### config.mk
export PLATFORM = sky130hd
export DESIGN_NAME = rll16_key_loader
export DESIGN_NICKNAME = d
export VERILOG_FILES = /design/src/rtl/rll16_key_loader.sv
export SDC_FILE = /design/constraint.sdc
export NUM_CORES = 1
export LEC_CHECK = 0
export CAP_MARGIN = 20
export CORE_MARGIN = 5
export CORE_UTILIZATION = 40
export CTS_CLUSTER_SIZE = 16
export DETAILED_ROUTE_END_ITERATION = 10
export RECOVER_POWER = 100
export SLEW_MARGIN = 20
export SYNTH_ARGS = -nofsm -noshare
export SYNTH_HDL_FRONTEND = slang
export SYNTH_SLANG_ARGS = --single-unit
### constraint.sdc
create_clock -name clk -period 2.4 [get_ports clk]
set_clock_uncertainty 0.2 [all_clocks]
set_input_delay 0.6 -clock clk [delete_from_list [all_inputs] [get_ports clk]]
set_output_delay 0.6 -clock clk [all_outputs]
set_load 0.05 [all_outputs]
### src/rtl/rll16_key_loader.sv
// rll16_key_loader: serial, parity-checked, write-once key provisioning for the 16-bit locked core
// Ports:
//   clk, rst_n            clock, asynchronous active-low reset
//   load_start            one-cycle request to begin a key load
//   key_bit/_valid/_ready serial key stream, LSB first, last beat is even parity
//   relock                clear committed key and return to idle
//   key_out, key_valid    committed key (keyIn_0_i) and its qualifier
//   key_err               last load failed parity
//   busy                  load in progress
module rll16_key_loader #(
  parameter int KEY_W = 16,
  parameter int CNT_W = 5
) (
  input  logic             clk,
  input  logic             rst_n,
  input  logic             load_start,
  input  logic             key_bit,
  input  logic             key_bit_valid,
  output logic             key_bit_ready,
  input  logic             relock,
  output logic [KEY_W-1:0] key_out,
  output logic             key_valid,
  output logic             key_err,
  output logic             busy
);
  localparam int IDX_W = $clog2(KEY_W);
  typedef enum logic [2:0] {IDLE, LOAD, PAR, ARMED, ERROR} state_t;
  state_t           state_q, state_d;
  logic [CNT_W-1:0] cnt_q, cnt_d;
  logic [KEY_W-1:0] shadow_q, shadow_d, key_out_q, key_out_d;
  logic             key_valid_q, key_valid_d, key_err_q, key_err_d;
  logic             accept;
  assign key_bit_ready = state_q == LOAD || state_q == PAR;
  assign busy          = key_bit_ready;
  assign accept        = key_bit_valid && key_bit_ready;
  assign key_out       = key_out_q;
  assign key_valid     = key_valid_q;
  assign key_err       = key_err_q;
  always_comb begin
    state_d     = state_q;
    cnt_d       = cnt_q;
    shadow_d    = shadow_q;
    key_out_d   = key_out_q;
    key_valid_d = key_valid_q;
    key_err_d   = key_err_q;
    if (relock) begin
      state_d     = IDLE;
      cnt_d       = '0;
      shadow_d    = '0;
      key_out_d   = '0;
      key_valid_d = 1'b0;
      key_err_d   = 1'b0;
    end else if ((state_q == IDLE || state_q == ERROR) && load_start) begin
      state_d   = LOAD;
      cnt_d     = '0;
      shadow_d  = '0;
      key_err_d = 1'b0;
    end else if (accept) begin
      cnt_d = cnt_q + CNT_W'(1);
      if (state_q == LOAD) begin
        shadow_d[cnt_q[IDX_W-1:0]] = key_bit;
        state_d = cnt_q == CNT_W'(KEY_W - 1) ? PAR : LOAD;
      end else if (^shadow_q ^ key_bit) begin
        state_d   = ERROR;
        key_err_d = 1'b1;
      end else begin
        state_d     = ARMED;
        key_out_d   = shadow_q;
        key_valid_d = 1'b1;
      end
    end
  end
  always_ff @(posedge clk or negedge rst_n) begin
    if (!rst_n) begin
      state_q     <= IDLE;
      cnt_q       <= '0;
      shadow_q    <= '0;
      key_out_q   <= '0;
      key_valid_q <= 1'b0;
      key_err_q   <= 1'b0;
    end else begin
      state_q     <= state_d;
      cnt_q       <= cnt_d;
      shadow_q    <= shadow_d;
      key_out_q   <= key_out_d;
      key_valid_q <= key_valid_d;
      key_err_q   <= key_err_d;
    end
  end
endmodule
==> key figures <==
Layout
  • Final core occ: approximately 52%
  • Ant. Diodes: 0
  • Nets: 254
  • Layout fillers: between 400 and 500
  • Share of cells above drive strength 1: 18.44%
  • Layout area overhead: 25.79%
  • Final instance area: 2679 sq um
  • Post-Layout Cell Count: between 300 and 400

Timing
  • Max-slew violation count: 0
  • Final Hold Fails: 0
  • Setup_tns: 0 ns
  • Fmax: 0.4306 GHz
  • RSZ-0062 raised after global routing: no
  • Worst Max-Slew Pin Slew: ~1.1 ns
  • Slew margin rel.: about 30%
  • Final setup viols: 0
  • Final cycle utilization of the critical path: 96.77%
  • Final min period: 2.322 ns

Status
  • Status: completed

Setup path
  • CP max-delay cell: dlygate4sd3_1
  • Cell family with most CP delay: buffers and inverters
  • Bufs and invs on worst path: 1
  • Crit-path max cell delay: 0.87 ns
  • Setup CP Type: reg -> out
  • WP data arrival: 1.52 ns
  • Crit path max fanout: 2
  • Crit path cell chain: dlygate4sd3_1
  • CP endpoint kind: output port
  • Crit path launch type: register
  • Critical Path RT: around 1.6 ns

Synthesis
  • Mapped Avg Cell Area: 10.49 sq um
  • Main area contributors after synthesis: dfrtp_1 49%, nand2_1 4.4%, a22o_2 4.2%
  • Top FF cell, synth: dfrtp_1
  • Synth async-reset ratio: 100.0%
  • Sequential fraction of the synthesis area: 49.35%
  • Synth Net Count: 214
  • Post-Syn Area: roughly 2100 sq um
  • Yosys cell types: 34
  • Yosys warns: 0
  • Synth cell count leaders: 42 x dfrtp_1, 25 x nand2_1, 16 x nand3_1
  • Area leader, netlist: dfrtp_1
  • Synth Register Bits: 42
  • Cells after Synth: 203
  • Number of synthesized flops with an enable pin: 0
  • Most frequent cell after synthesis: dfrtp_1
  • Share of the synthesized area in the top cell type: approximately half

Global routing
  • Largest net degree at the start of global routing: 43
  • Total grt overflow: 0
  • Tot GR Track Use: 13.68%
  • Vias in the first global route: 1535
  • First-pass GRT wire length: 7.672 mm
  • Antenna violations before repair: 0

Drt
  • WL per Instance: 14.09 um
  • DR vias: 1556
  • Drt first pass iters: 4
  • Final WL: 4.423 mm
  • Via-to-Cell Ratio: 4.955
  • Remaining DRCs: 0
  • Routed Antenna Nets: 0
  • DR iter-0 viols: just over 60

Clocking
  • CTS tree: built
  • Total CTS buffers: 5
  • TritonCTS Sinks: 42
  • Clk root buf: clkbuf_8
  • H-tree Lvls: 2
  • Clock Tree Buf Depth: 2
  • Clock Latency Late Sink: 0.29 ns
  • Clock slew at reported path FFs: 0.08 ns

Min path
  • Worst Hold Class: reg -> reg

Placement
  • Dpl cell area: 2584 sq um
  • Hpwl dp: between 3 and 4 mm
  • Port bufs: 25
  • Routability cong.: around 0.79
  • Placed insts: 304

Floorplanning
  • Die area: around 7000 sq um
  • Core Region: 5140 sq um
  • Standard-cell rows: 26
  • Die height: 82.97 um
  • Die width: 82.97 um
  • I/O pin cnt: 26
  • Initial Utilization: 41.43%

Pwr
  • Sw power: 0.3247 mW
  • Gate power share: 9.0%
  • P_int: 0.9890 mW
  • Maximum VDD drop: 0.2419 mV
  • Pwr Total: 1.314 mW
  • Pwr per Cell Area: 490.4 nW/um^2
  • Seq pwr share: 54.4%
  • Clock network power share: around 37%
  • Leak: 1.231 nW
  • Sw Ratio: 24.71%

Flow run
  • MaxCap Viol Count: 0
[kinds of logic after synthesis]
kind of cell,after synthesis,synth area share (%)
simple gates,72,15.86
flops,42,49.35
fa+ha+maj,5,2.938
mux,5,2.350
buf+inv,23,5.111
xor+xnor,17,10.40
compound gates,39,13.98
[registers in the layout, summed over array words and instances, names as in the netlist]
signal and count:
state_q 3, key_out 16, cnt_q 5, key_valid 1
shadow_q 16, key_err 1
[path summary, 6_finish.rpt]
check / start / end / slack (ns) / cells past startpoint
min in group asynchronous: rst_n / key_out[1] / 0.36 / 2
max in group asynchronous: rst_n / key_err / 1.00 / 2
worst max-delay path: key_out[9] / key_out[9] / 0.08 / 1
worst min-delay path: key_out[10] / key_out[10] / 0.30 / 1
worst max register to register: shadow_q[14] / key_out[4] / 0.13 / 6
worst min register to register: key_out[10] / key_out[10] / 0.30 / 1
[worst register-to-register path: cells and delay by family, from the launching register on]
kind	cells	cell delay (ns)
XOR/XNOR	3	1.09
flip-flops	1	0.41
AO/OA/AOI/OAI	1	0.26
buffers and inverters	1	0.14
AND/OR/NAND/NOR	1	0.06
[routing by layer]
metal | global-route usage, % | wire length (um)
met3 | 3.861 | 198
met4 | 4.012 | 38
met2 | 19.61 | 1978
met1 | 20.01 | 2208
met5 | 0 | 0
[through the flow]
stage               setup slack (ns)  hold WS (ns)
finish                       0.07752        0.2959
global route                 0.02065        0.3143
CTS                         0.001785        0.1759
detailed placement           -0.5094        0.2841
global placement             -0.4914        0.2851
floorplan                    0.05726        0.1044
[layout make-up]
cell class,count,area (sq um),area share [%]
Sequential cell,42,1051,39.23
Multi-Input combinational cell,138,974.7,36.38
Timing Repair Buffer,50,447.9,16.72
Tap cell,70,87.58,3.269
Clock buffer,6,82.58,3.083
Inverter,6,22.52,0.8407
Clock inverter,2,12.51,0.4671
[power groups by stage]
stage | logic [mW] | clock network (mW) | registers (mW)
final | 0.118 | 0.480 | 0.715
after global routing | 0.129 | 0.528 | 0.716
after CTS | 0.121 | 0.491 | 0.715
after detailed placement | 0.120 | 0 | 0.729
after global placement | 0.120 | 0 | 0.729
after floorplan | 0.0647 | 0 | 0.726
[layout by cell type (no fill, tap or decap), drive strengths merged]
cell type	Yosys	layout
nand3	16	16
xnor3	4	4
a311o	1	1
and2	4	4
xor3	1	1
a22o	16	16
nand2b	3	3
nand4	1	1
nor3	1	1
dlymetal6s2s	0	1
ha	5	5
buf	6	20
a211oi	1	1
o21bai	1	1
a221oi	1	1
mux2i	5	5
clkdlybuf4s50	0	13
clkinv	0	1
a31oi	3	3
dfrtp	42	42
a21oi	14	14
inv	6	6
nor4bb	1	1
and3	2	2
xor2	2	2
o22ai	2	2
xnor2	10	10
clkinvlp	0	1
nand2	25	25
dlygate4sd3	0	8
clkbuf	11	14
nor2	16	16
nor2b	3	3
[what timing repair did]
action                                  4_1_cts  5_1_grt
endpoints found under the setup margin       17       17
setup buffers                                 2        0
hold buffers                                  0        0
gates cloned                                  0        0
resized for setup                             0        2
pin swaps                                     2        3
No activity file was read; power rests on OpenSTA's default activity.
